`src/rtl/uart_tx_arbiter.sv`:
```
// uart_tx_arbiter: shares one uart_tx between NUM_REQ byte sources.
// Arbitration is round-robin per message. The winner keeps the grant until it
// sends a byte flagged last, or until it stalls for LOCK_TIMEOUT idle cycles.
// Each byte goes through IDLE -> SEND -> SETTLE, so strobes are at least 3
// cycles apart. All outputs are registered.
module uart_tx_arbiter #(
  parameter int NUM_REQ      = 2,
  parameter int LOCK_TIMEOUT = 4096
) (
  input  logic                 clk,
  input  logic                 reset,
  input  logic [NUM_REQ-1:0]   req_valid,
  input  logic [8*NUM_REQ-1:0] req_data,
  input  logic [NUM_REQ-1:0]   req_last,
  output logic [NUM_REQ-1:0]   req_ack,
  output logic [NUM_REQ-1:0]   grant,
  output logic [7:0]           tx_data,
  output logic                 tx_strobe,
  input  logic                 tx_ready,
  output logic                 lock_dropped
);

  localparam int IDX_W  = (NUM_REQ > 1) ? $clog2(NUM_REQ) : 1;
  localparam int SCAN_W = IDX_W + 1;
  localparam int CNT_W  = (LOCK_TIMEOUT > 1) ? $clog2(LOCK_TIMEOUT) : 1;
  localparam logic [CNT_W-1:0] CNT_MAX = CNT_W'(LOCK_TIMEOUT - 1);
  localparam logic [IDX_W-1:0] RR_INIT = IDX_W'(NUM_REQ - 1);

  typedef enum logic [1:0] {
    IDLE   = 2'd0,
    SEND   = 2'd1,
    SETTLE = 2'd2
  } state_t;

  state_t               state_q;
  logic [IDX_W-1:0]     rr_q;          // last winner; also the owner while locked
  logic                 last_q;        // req_last sampled with the committed byte
  logic                 lock_q;
  logic [CNT_W-1:0]     cnt_q;
  logic [NUM_REQ-1:0]   req_ack_q;
  logic [NUM_REQ-1:0]   grant_q;
  logic [7:0]           tx_data_q;
  logic                 tx_strobe_q;
  logic                 lock_dropped_q;

  // Arbitration result for the current cycle.
  logic                 win_vld;
  logic [IDX_W-1:0]     win_idx;
  logic [7:0]           win_byte;
  logic                 win_last;
  logic [SCAN_W-1:0]    scan;

  function automatic logic [NUM_REQ-1:0] onehot(input logic [IDX_W-1:0] idx);
    logic [NUM_REQ-1:0] v;
    v      = '0;
    v[idx] = 1'b1;
    return v;
  endfunction

  // Pick the winner: the locked owner only, or the first valid from rr+1 with wrap.
  always_comb begin
    win_vld = 1'b0;
    win_idx = rr_q;
    scan    = '0;
    if (lock_q) begin
      win_vld = req_valid[rr_q];
    end else begin
      for (int k = 1; k <= NUM_REQ; k++) begin
        scan = {1'b0, rr_q} + SCAN_W'(k);
        if (scan >= SCAN_W'(NUM_REQ)) scan = scan - SCAN_W'(NUM_REQ);
        if (!win_vld && req_valid[scan[IDX_W-1:0]]) begin
          win_vld = 1'b1;
          win_idx = scan[IDX_W-1:0];
        end
      end
    end
    win_byte = req_data[{win_idx, 3'b000} +: 8];
    win_last = req_last[win_idx];
  end

  // Arbiter FSM with registered outputs, lock tracking and stall timeout.
  always_ff @(posedge clk or posedge reset) begin
    if (reset) begin
      state_q        <= IDLE;
      rr_q           <= RR_INIT;
      last_q         <= 1'b0;
      lock_q         <= 1'b0;
      cnt_q          <= '0;
      req_ack_q      <= '0;
      grant_q        <= '0;
      tx_data_q      <= '0;
      tx_strobe_q    <= 1'b0;
      lock_dropped_q <= 1'b0;
    end else begin
      tx_strobe_q    <= 1'b0;
      req_ack_q      <= '0;
      lock_dropped_q <= 1'b0;
      case (state_q)
        IDLE: begin
          if (lock_q && !req_valid[rr_q]) begin
            if (cnt_q == CNT_MAX) begin
              lock_q         <= 1'b0;
              grant_q        <= '0;
              lock_dropped_q <= 1'b1;
              cnt_q          <= '0;
            end else begin
              cnt_q <= cnt_q + CNT_W'(1);
            end
          end else begin
            cnt_q <= '0;
          end
          // The byte is committed here; the requester may drop valid afterwards.
          if (tx_ready && win_vld) begin
            tx_data_q   <= win_byte;
            last_q      <= win_last;
            rr_q        <= win_idx;
            tx_strobe_q <= 1'b1;
            req_ack_q   <= onehot(win_idx);
            grant_q     <= onehot(win_idx);
            state_q     <= SEND;
          end
        end
        SEND: begin
          lock_q  <= !last_q;
          cnt_q   <= '0;
          grant_q <= last_q ? '0 : onehot(rr_q);
          state_q <= SETTLE;
        end
        SETTLE: begin
          state_q <= IDLE;
        end
        default: begin
          state_q <= IDLE;
        end
      endcase
    end
  end

  assign req_ack      = req_ack_q;
  assign grant        = grant_q;
  assign tx_data      = tx_data_q;
  assign tx_strobe    = tx_strobe_q;
  assign lock_dropped = lock_dropped_q;

endmodule

```
`config.mk`:
```
export PLATFORM = sky130hd
export DESIGN_NAME = uart_tx_arbiter
export DESIGN_NICKNAME = d
export VERILOG_FILES = /design/src/rtl/uart_tx_arbiter.sv
export SDC_FILE = /design/constraint.sdc
export NUM_CORES = 1
export LEC_CHECK = 0
export CAP_MARGIN = 20
export CORE_MARGIN = 2
export CORE_UTILIZATION = 45
export CTS_CLUSTER_SIZE = 16
export DETAILED_ROUTE_END_ITERATION = 8
export HOLD_SLACK_MARGIN = 0.15
export PLACE_DENSITY = 0.76
export RECOVER_POWER = 50
export SYNTH_ARGS = -nofsm -noshare
export SYNTH_HDL_FRONTEND = slang
export SYNTH_SLANG_ARGS = --single-unit
```
`constraint.sdc`:
```
create_clock -name clk -period 2.05 [get_ports clk]
set_clock_uncertainty 0.15 [all_clocks]
set_input_delay 0.205 -clock clk [delete_from_list [all_inputs] [get_ports clk]]
set_output_delay 0.205 -clock clk [all_outputs]
set_load 0.02 [all_outputs]
```
==> results.toml, run 1 <==
[place]
detailedPlace.worstSlack_ps = -69.7
place_congestion = 0.910
port_buffers = 36
hpwlAfterDp_mm = 2.82
placed_area_sq_um = 2100

[cells_and_area]
proportion_of_layout_cells_with_a_drive_suffix_above_1_pct = 14.9
num-nets-final = 231
area.growth.synth_to_final_pct = 34.0
fill_cells = 269
most-common-layout-cells = "sky130_fd_sc_hd__clkdlybuf4s50_1 (32), sky130_fd_sc_hd__dfrtp_1 (30), sky130_fd_sc_hd__nor2_1 (17)"
multi_input_comb_area_sq_um = 776
diodes = 0
finish.utilization_pct = 63.9
finalInstanceArea_sq_um = 2170
final-seq-area_sq_um = 777
layout_commonest_cell = "sky130_fd_sc_hd__clkdlybuf4s50_1"

[critical_path]
worst_r2r_startpoint = "rr_q$_DFFE_PP1P_"
critical_path.startpoint_type = "register"
endpoint_kind = "register"
timing.critical_path.cells = "mux2i_4, a211oi_1, a211oi_2, mux2_2"
timing.critical_path.slowest_cell_delay_ps = 580
critical-path-slowest-cell = "sky130_fd_sc_hd__dfstp_2"
path_delay_family = "multiplexers"
critPathRequiredTime_ps = 2130
worstRegToRegCells = 4
worst_ep_arrival_time_ps = 1990
cp_num_buf_inv = 0
rrSetupSlack_ps = 140
setup.worst_path.class = "reg -> reg"
crit-reg2reg-capture = "grant[1]$_DFFE_PP0P_"
worst-path-max-fanout = 5

[timing]
transition_at_the_pin_with_the_smallest_max_transition_slack_ps = 758
fmax_mhz = 523
setup_repair_after_global_routing_missed_its_margin = "false"
report.final.slew_viol_count = 0
finalHoldViolations = 0
setup_tns_ps = 0
min_period_over_period_pct = 93.3
setup-violations-final = 0
setup_slack_ps = 137
layout_min_cycle_time_ps = 1910
worst_slew_margin_rel_pct = 49.5

[clocking]
clock_tree.buffer_depth = 2
clock_latency_ps = 340
cts_made_buffers = 5
path_clk_slew_ps = 100
tritoncts_num_sinks = 31
tritoncts = "built"
htreeDepth = 2
cts_root_buffer = "sky130_fd_sc_hd__clkbuf_4"

[routing]
detailroute.via_count = 1396
first_pass_iteration_count_of_the_detailed_router = 5
detailedRoute.firstIterationViolations = 73
wire_per_inst_um = 14.9
viasPerCell = 5.50
drc_errors = 0
route.final.wire_length_mm = 3.77
final_antenna_net_count = 0

[power]
vdd_drop_max_mv = 0.494
static-leakage-power_nw = 0.925
netSwitchingPower_mw = 0.874
overall_power_after_layout_mw = 2.32
power.share.sequential_pct = 38.4
power.density_cell_area_nw_per_um2 = 1070
netSwitchingFraction_pct = 37.7
clock_power_share_pct = 14.9
power_frac_comb_pct = 46.6
cell_internal_pwr_mw = 1.44

[floorplanning]
die_height_um = 63.9
floorplan.die.width_um = 63.9
initial_core_util_pct = 47.7
core.rowCount = 21
dieArea_sq_um = 4090
floorplan.core_area_sq_um = 3390
io_pins = 37

[global_route]
grt_antenna_before_repair = 0
grt_pass1_wl_mm = 6.58
grt_max_degree = 32
grt.overflow.total = 0
vias_in_the_first_global_route = 1385
grt_util_all_layers_pct = 20.9

[synth]
synth-async-reset-ratio_pct = 100
number_of_enable_flip_flop_cells_after_synthesis = 0
ys_ff_latch = 31
ys_seq_area_share_pct = 48.1
post_synth_num_cell_types = 43
synthCells = 158
syn_area_per_cell_sq_um = 10.2
yosys_most_used_dff = "sky130_fd_sc_hd__dfrtp_1"
cell_area_synth_sq_um = 1620
postSynthNetCount = 182
yosysWarningCount = 0

[min_path]
worstHoldPathType = "in -> reg"
hold_start = "req_data[9]"
whs_endpoint = "tx_data[1]$_DFFE_PP0P_"
number_of_instances_on_the_worst_hold_path = 3

[run]
maxCapViolations = 0

[status]
outcome = "completed"
-- logic make-up after synthesis --
group | Yosys count | synth area share, %
xor gates and xnor gates | 2 | 1.08
DFF | 31 | 48.1
AOI/OAI and AO/OA | 42 | 19.0
buffers and inverters | 16 | 4.57
adders and majority gates | 1 | 0.774
muxes | 13 | 9.06
and+or+nand+nor | 53 | 17.5
-- stage by stage --
stage	hold WS, ps	instances
5_1_grt	345	254
2_1_floorplan	158	158
4_1_cts	336	254
3_3_place_gp	337	245
3_5_place_dp	352	245
6_report	352	254
-- timing repair --
action | 4_1_cts | 5_1_grt
endpoints found under the hold margin | 30 | 0
resized for setup | 0 | 3
setup buffers | 0 | 0
hold buffers | 1 | 0
endpoints found under the setup margin | 0 | 2
-- registers in the layout, summed over array words and instances, names as in the netlist --
register      flops
tx_data           8
grant             2
tx_strobe         1
lock_dropped      1
rr_q              1
req_ack           2
lock_q            1
state_q           2
last_q            1
cnt_q            12
-- cell usage after synthesis, types with 2 or more instances --
library cell | instances | share of area (%)
sky130_fd_sc_hd__a211o_1 | 2 | 1.1
sky130_fd_sc_hd__a211oi_1 | 3 | 1.4
sky130_fd_sc_hd__a21o_1 | 2 | 0.93
sky130_fd_sc_hd__a21oi_1 | 12 | 3.7
sky130_fd_sc_hd__a22o_1 | 4 | 2.2
sky130_fd_sc_hd__a31oi_1 | 2 | 0.77
sky130_fd_sc_hd__and2_1 | 2 | 0.77
sky130_fd_sc_hd__buf_2 | 5 | 1.5
sky130_fd_sc_hd__buf_4 | 2 | 0.93
sky130_fd_sc_hd__dfrtp_1 | 30 | 46
sky130_fd_sc_hd__inv_1 | 8 | 1.9
sky130_fd_sc_hd__mux2_2 | 3 | 2.1
sky130_fd_sc_hd__mux2i_1 | 9 | 5.6
sky130_fd_sc_hd__nand2_1 | 8 | 1.9
sky130_fd_sc_hd__nand2b_1 | 5 | 1.9
sky130_fd_sc_hd__nand3_1 | 4 | 1.2
sky130_fd_sc_hd__nor2_1 | 17 | 3.9
sky130_fd_sc_hd__nor3_1 | 5 | 1.5
sky130_fd_sc_hd__nor4_1 | 2 | 0.77
sky130_fd_sc_hd__o21ai_0 | 5 | 1.5
sky130_fd_sc_hd__o31ai_1 | 3 | 1.4
sky130_fd_sc_hd__o32ai_1 | 2 | 1.1
sky130_fd_sc_hd__or4_1 | 2 | 0.93
sky130_fd_sc_hd__xnor2_1 | 2 | 1.1
-- metal layers --
metal | up-vias | wire length, um | share of wire (%) | global-route usage (%)
li1 | 679 | - | - | -
met1 | 670 | 1570 | 42 | 25.3
met2 | 39 | 1950 | 52 | 35.2
met3 | 8 | 170 | 4.5 | 5.11
met4 | 0 | 76 | 2.0 | 8.97
met5 | - | 0 | 0 | 0
-- final cells by class --
class                      count  area share [%]
clock buffer                   7            2.08
clock inverter                 1           0.231
inverter                       8            1.39
multi-input combinational    111            35.8
sequential                    31            35.9
tap                           46            2.66
timing repair buffer          50            22.0
-- power groups by stage --
stage	Sequential, mW	Clock (mW)	Combinational [mW]
final	0.891	0.346	1.08
after global routing	0.913	0.388	1.17
after CTS	0.892	0.360	1.08
after detailed placement	0.904	0	1.08
after global placement	0.888	0	1.05
after floorplan	0.989	0	0.535
-- how the worst max path moves through the flow --
stage,to,cells after the start,slack (ps),from
after floorplan,grant[0]$_DFFE_PP0P_,5,100,rr_q$_DFFE_PP1P_
after global placement,tx_data[4]$_DFFE_PP0P_,7,-8,req_valid[1]
after detailed placement,grant[1]$_DFFE_PP0P_,5,-70,req_valid[1]
after CTS,grant[1]$_DFFE_PP0P_,6,40,cnt_q[0]$_DFFE_PP0P_
after global routing,grant[1]$_DFFE_PP0P_,6,20,cnt_q[0]$_DFFE_PP0P_
final,grant[1]$_DFFE_PP0P_,4,140,rr_q$_DFFE_PP1P_
-- worst reg2reg max path, stage by stage (launching register included) --
cell and delay, ps:
sky130_fd_sc_hd__dfstp_2 580, sky130_fd_sc_hd__mux2i_4 310, sky130_fd_sc_hd__a211oi_1 130, sky130_fd_sc_hd__a211oi_2 270, sky130_fd_sc_hd__mux2_2 360
Power figures use the tool's default switching activity.
==> run 2: changes to the inputs <==
ABC_CLOCK_PERIOD_IN_PS = 2050   (was default)
==> results of run 2 <==
Same layout as run 1: the final DEF is identical, and so are final timing and power.
==> edit 1 (settings of run 2) <==
Encoding of `state_t`: now one-hot (3 bits for 3 states).
--- a/src/rtl/uart_tx_arbiter.sv
+++ b/src/rtl/uart_tx_arbiter.sv
@@ -26,10 +26,10 @@
   localparam logic [CNT_W-1:0] CNT_MAX = CNT_W'(LOCK_TIMEOUT - 1);
   localparam logic [IDX_W-1:0] RR_INIT = IDX_W'(NUM_REQ - 1);
 
-  typedef enum logic [1:0] {
-    IDLE   = 2'd0,
-    SEND   = 2'd1,
-    SETTLE = 2'd2
+  typedef enum logic [2:0] {
+    IDLE   = 3'b001,
+    SEND   = 3'b010,
+    SETTLE = 3'b100
   } state_t;
 
   state_t               state_q;
Formal check against the unedited RTL: no difference found for any inputs over 10 cycles, from zero or initial values and one cycle with reset high; not proved beyond that.
==> edit 1 against run 2 <==
Total power is 7.8% higher; wire length is 8.9% lower; synthesized area is 2.6% lower; first-iteration DRC count is 2.7% lower; worst setup slack worse by 0.0070 ns; cell count is 2.4% lower; design area is 2.2% lower; fmax is 0.36% lower; sequential cell count is 1 higher; critical path type unchanged.
==> edit 1: results (changes against run 2) <==
| Metric | Value |
|---|---|
| Routed WL | `3.44 mm (-8.9%)` |
| Crit path max-delay family | `simple AND/OR/NAND/NOR gates` |
| Largest net degree at the start of global routing | `33 (+3.1%)` |
| Layout cells sized above 1 | `13.9% (-1.0 points)` |
| Top cells by count, synth | `30 x dfrtp_1, 20 x nor2_1, 13 x a21oi_1, 11 x nand2_1, 10 x mux2i_1` |
| Crit-path max FO | `4 (-1)` |
| Min-delay src | `cnt_q[10]` |
| Via density | `5.46 (-0.66%)` |
| Total GRT Usage | `19.8% (-1.1 points)` |
| Hold Path End | `cnt_q[10]` |
| Worst r2r dst | `grant[1]` |
| Ranking of synthesized cells by area | `dfrtp_1 48%, mux2i_1 6.4%, nor2_1 4.8%` |
| Place WS | `0.0376 ns (+0.107 ns)` |
| Detailed router's first-iteration violation count | `71 (-2.7%)` |
| Hold Crit Class | `reg2reg` |
| Worst R2R Setup Slack | `0.13 ns` |
| Total Nets Final | `225 (-2.6%)` |
| Max-slew headroom | `47.8% (-1.7 points)` |
| Final GP Congestion | `0.828 (-9.1%)` |
| Crit path arrival time | `1.98 ns` |
| Register name with the most flops | `cnt_q` |
| Final worst slack | `0.130 ns (-0.00700 ns)` |
| # diodes | `0 (unchanged)` |
| Post-synthesis mux area share | `8.50% (-0.56 points)` |
| Post-synthesis xor/xnor area fraction | `0% (-1.1 points)` |
| Max incr delay on CP | `0.43 ns (-0.15 ns)` |
| CTS root buf | `clkbuf_4` |
| IO Port Bufs | `36 (unchanged)` |
| Seq/Total Area, Yosys | `51.0% (+2.9 points)` |
| Latest clock arrival within the worst-skew pair | `0.32 ns (-0.02 ns)` |
| CTS clk-pin slew, worst paths | `0.10 ns (about the same)` |
| Max VDD drop | `799 uV (+62%)` |
| CTS H-tree depth | `2 (unchanged)` |
| Synth Warn # | `0 (unchanged)` |
| Slowest cell on crit path | `dfrtp_1` |
| Setup TNS Final | `0 ns (unchanged)` |
| Worst setup path start | `cnt_q[1]` |
| Number of flip-flops in the largest register | `12 (unchanged)` |
| WHS Path Cells | `1 (-2)` |
| R2R depth | `6 (+2)` |
| Initial antenna violation count | `0 (unchanged)` |
| Fillers | `306 (+14%)` |
| Sw Ratio | `38.1% (+0.38 points)` |
| Lkg Pwr | `0.000927 uW (+0.19%)` |
| Total CTS buffers | `5 (unchanged)` |
| DP HPWL | `2.48 mm (-12%)` |
| Synth Area in Adders | `0.794% (+0.020 points)` |
| Post-synth ARST share | `100% (unchanged)` |
| Drt pass-1 iters | `4 (-1)` |
| Library cells used by synthesis | `40 (-7.0%)` |
| CTS Buffer Depth | `2 (unchanged)` |
| Status | `finished clean` |
| Post-Syn Nets | `179 (-1.6%)` |
| Number of global-route vias before repair | `1,415 (+2.2%)` |
| Synth Area in Compound Gates | `16.6% (-2.4 points)` |
| First-pass GRT wire length | `6.22 mm (-5.4%)` |
-- edit 1: cell types whose count changed in the layout (fill, tap and decap cells not counted), moves of 3 or more --
| cell | run 2 | this run |
|---|---|---|
| nor2_1 | 17 | 20 |
| o22ai_1 | 0 | 3 |
| nand4_1 | 1 | 4 |
| inv_1 | 8 | 4 |
-- edit 1: how the worst max path moves through the flow --
stage / endpoint / cells after the start
global route: grant[1] / 5
CTS: grant[1] / 6
global placement: grant[0] / 6
finish: grant[1] / 6
detailed placement: grant[1] / 6
floorplan: grant[0] / 6
-- edit 1: stage by stage --
step | hold WS, ns | util, % | std cells | area (um^2) | total power [uW]
floorplan | 0.170 | - | 155 | 1580 | 1660
global placement | 0.310 | 60.6 | 238 | 2020 | 2070
detailed placement | 0.335 | 60.6 | 238 | 2020 | 2130
CTS | 0.344 | 62.6 | 247 | 2090 | 2500
global route | 0.360 | 63.5 | 248 | 2120 | 2690
finish | 0.340 | 63.5 | 248 | 2120 | 2500
-- edit 1: area by class of cell --
class	count	share of cell area (%)
timing repair buffer	47	20.8
inverter	4	0.709
sequential	32	37.9
multi-input combinational	111	35.1
clock buffer	8	2.78
tap	46	2.72
-- edit 1: timing repair --
| item | CTS | global route |
|---|---|---|
| hold buffers | 1 | 0 |
| setup endpoints to repair | 0 | 9 |
| setup buffers | 0 | 1 |
| resized for setup | 0 | 5 |
| hold endpoints to repair | 30 | 0 |
-- edit 1: power by group through the flow --
stage	combinational (uW)	clock (uW)	sequential (uW)
final	1170	370	954
after global routing	1300	413	981
after CTS	1180	379	946
after detailed placement	1170	0	958
after global placement	1120	0	946
after floorplan	600	0	1060
-- edit 1: metal layers --
metal	global-route usage (%)	routed length [um]	part of all wire, %
met1	22.7	1450	42
met2	34.4	1740	51
met4	9.17	47	1.4
met5	0	0	0
met3	5.00	192	5.6
==> edit 2 (settings of run 2) <==
Made on the original files. `LOCK_TIMEOUT`: 4096 -> 2048.
--- a/src/rtl/uart_tx_arbiter.sv
+++ b/src/rtl/uart_tx_arbiter.sv
@@ -5,7 +5,7 @@
 // cycles apart. All outputs are registered.
 module uart_tx_arbiter #(
   parameter int NUM_REQ      = 2,
-  parameter int LOCK_TIMEOUT = 4096
+  parameter int LOCK_TIMEOUT = 2048
 ) (
   input  logic                 clk,
   input  logic                 reset,
Check against the original RTL: same outputs for any inputs over 10 cycles, from zero or initial values and one cycle with reset high; that may be too few to reach the edited logic, so the function may still have changed.
==> edit 2 against run 2 <==
Total power barely moved; synthesized area fell by 8.2%; design area fell by 6.6%; sequential share of layout area rose by 1.3 points; worst hold slack improved by 0.0021 ns; sequential cell count fell by 1; worst setup slack improved by 0.015 ns; wire length fell by 15%; combinational power fell by 8%; highest routed layer unchanged.
==> edit 2: results (changes against run 2) <==
| Metric | Value |
|---|---|
| Status | `finished clean` |
| Drt pass-1 iters | `4 (-1)` |
| First-pass GRT wire length | `5.14 mm (-22%)` |
| WL met2 | `1.65 mm (-16%)` |
| IO Port Bufs | `36 (unchanged)` |
| Largest net degree at the start of global routing | `23 (-28%)` |
| DP HPWL | `2.42 mm (-14%)` |
| Place WS | `0.111 ns (+0.181 ns)` |
| Ranking of synthesized cells by area | `dfrtp_1 49%, mux2i_1 7.4%, a21oi_1 5.4%` |
| Library cells used by synthesis | `42 (-2.3%)` |
| Top cells by count, synth | `29 x dfrtp_1, 16 x a21oi_1, 12 x nor2_1, 11 x mux2i_1, 8 x nand2_1` |
| Main flop type after synthesis | `dfrtp_1` |
| Register name with the most flops | `cnt_q` |
| Via count | `1,227 (-12%)` |
| Synth Warn # | `0 (unchanged)` |
| Crit path arrival time | `1.97 ns (-0.02 ns)` |
| Detailed router's first-iteration violation count | `82 (+12%)` |
| Max VDD drop | `654 uV (+32%)` |
| Hold Crit Class | `in2reg` |
| Routed WL | `3.21 mm (-15%)` |
| Max incr delay on CP | `0.39 ns (-0.19 ns)` |
| Total GRT Usage | `19.3% (-1.5 points)` |
| # diodes | `0 (unchanged)` |
| WL met3 | `228 um (+34%)` |
| Total Nets Final | `211 (-8.7%)` |
| CTS H-tree depth | `2 (unchanged)` |
| Final GP Congestion | `0.837 (-8.0%)` |
| Most common cell in the netlist | `dfrtp_1` |
| Latest clock arrival within the worst-skew pair | `0.33 ns` |
| Largest area contributor in the netlist | `dfrtp_1` |
| DRT met1 WL | `1.32 mm (-16%)` |
| Crit-path max FO | `13 (+8)` |
| Worst Max-Slew Pin Slew | `0.516 ns (-0.242 ns)` |
| Slowest cell on crit path | `dfrtp_1` |
| CTS root buf | `clkbuf_4` |
| Number of flip-flops in the largest register | `11 (-1)` |
| Layout cells sized above 1 | `13.3% (-1.6 points)` |
| Seq/Total Area, Yosys | `50.7% (+2.6 points)` |
| Post-Syn Nets | `166 (-8.8%)` |
| Lkg Pwr | `0.000868 uW (-6.2%)` |
## edit 2: cell types whose count changed after synthesis, sizes merged, moves of 3 or more
| cell | delta |
|---|---|
| a211oi | -3 |
| a21oi | +5 |
| a31oi | +4 |
| and3 | +3 |
| nor2 | -5 |
## edit 2: where the power goes
group	switching [uW]	internal, uW
Sequential	128	758
Clock	201	234
Combinational	517	480
Total	846	1470
## edit 2: final cells by class
class / count / area (um^2)
Clock buffer: 8 / 78.8
Tap cell: 44 / 55.1
Sequential cell: 30 / 752
Timing Repair Buffer: 43 / 440
Fill cell: 273 / 1080
Multi-Input combinational cell: 100 / 671
Inverter: 7 / 26.3
## edit 2: per-stage QoR
| stage | util [%] | area, um^2 | total power (uW) | cells |
|---|---|---|---|---|
| floorplan | - | 1480 | 1500 | 142 |
| global placement | 62.2 | 1930 | 1870 | 223 |
| detailed placement | 62.2 | 1930 | 1900 | 223 |
| CTS | 65.0 | 2020 | 2350 | 232 |
| global route | 65.2 | 2020 | 2460 | 232 |
| finish | 65.2 | 2020 | 2320 | 232 |
## edit 2: final timing paths
path	endpoint	depth (start not counted)	slack (ns)	from
max in group asynchronous	lock_q	4	0.53	reset
hold reg to reg	grant[0]	2	0.38	grant[0]
setup reg to reg	cnt_q[5]	7	0.15	cnt_q[0]
setup / recovery	cnt_q[5]	7	0.15	cnt_q[0]
min in group asynchronous	tx_data[6]	3	0.75	reset
hold / removal	tx_data[6]	3	0.35	req_data[6]
## edit 2: worst max-delay path, delay by kind of cell (launching register included)
kind | cells | cell delay (ns)
compound gates | 2 | 0.25
fa+ha+maj | 1 | 0.21
buf+inv | 2 | 0.32
flops | 1 | 0.39
simple gates | 2 | 0.46
## edit 2: kinds of logic after synthesis
kind of cell	share of synthesized area (%)
compound gates	17.6
xor+xnor	1.18
fa+ha+maj	0.843
buf+inv	4.47
flops	50.7
mux	9.11
simple gates	16.1
## edit 2: layer usage
metal  up-vias  global-route usage (%)
met2        38                    31.9
met5         -                       0
met1       583                    21.0
li1        604                       -
met4         0                    9.12
met3         2                    9.24
## edit 2: timing repair
| action | CTS | global route |
|---|---|---|
| endpoints found under the setup margin | 0 | 1 |
| endpoints found under the hold margin | 11 | 0 |
| gates resized for setup | 0 | 1 |
| hold buffers | 1 | 0 |
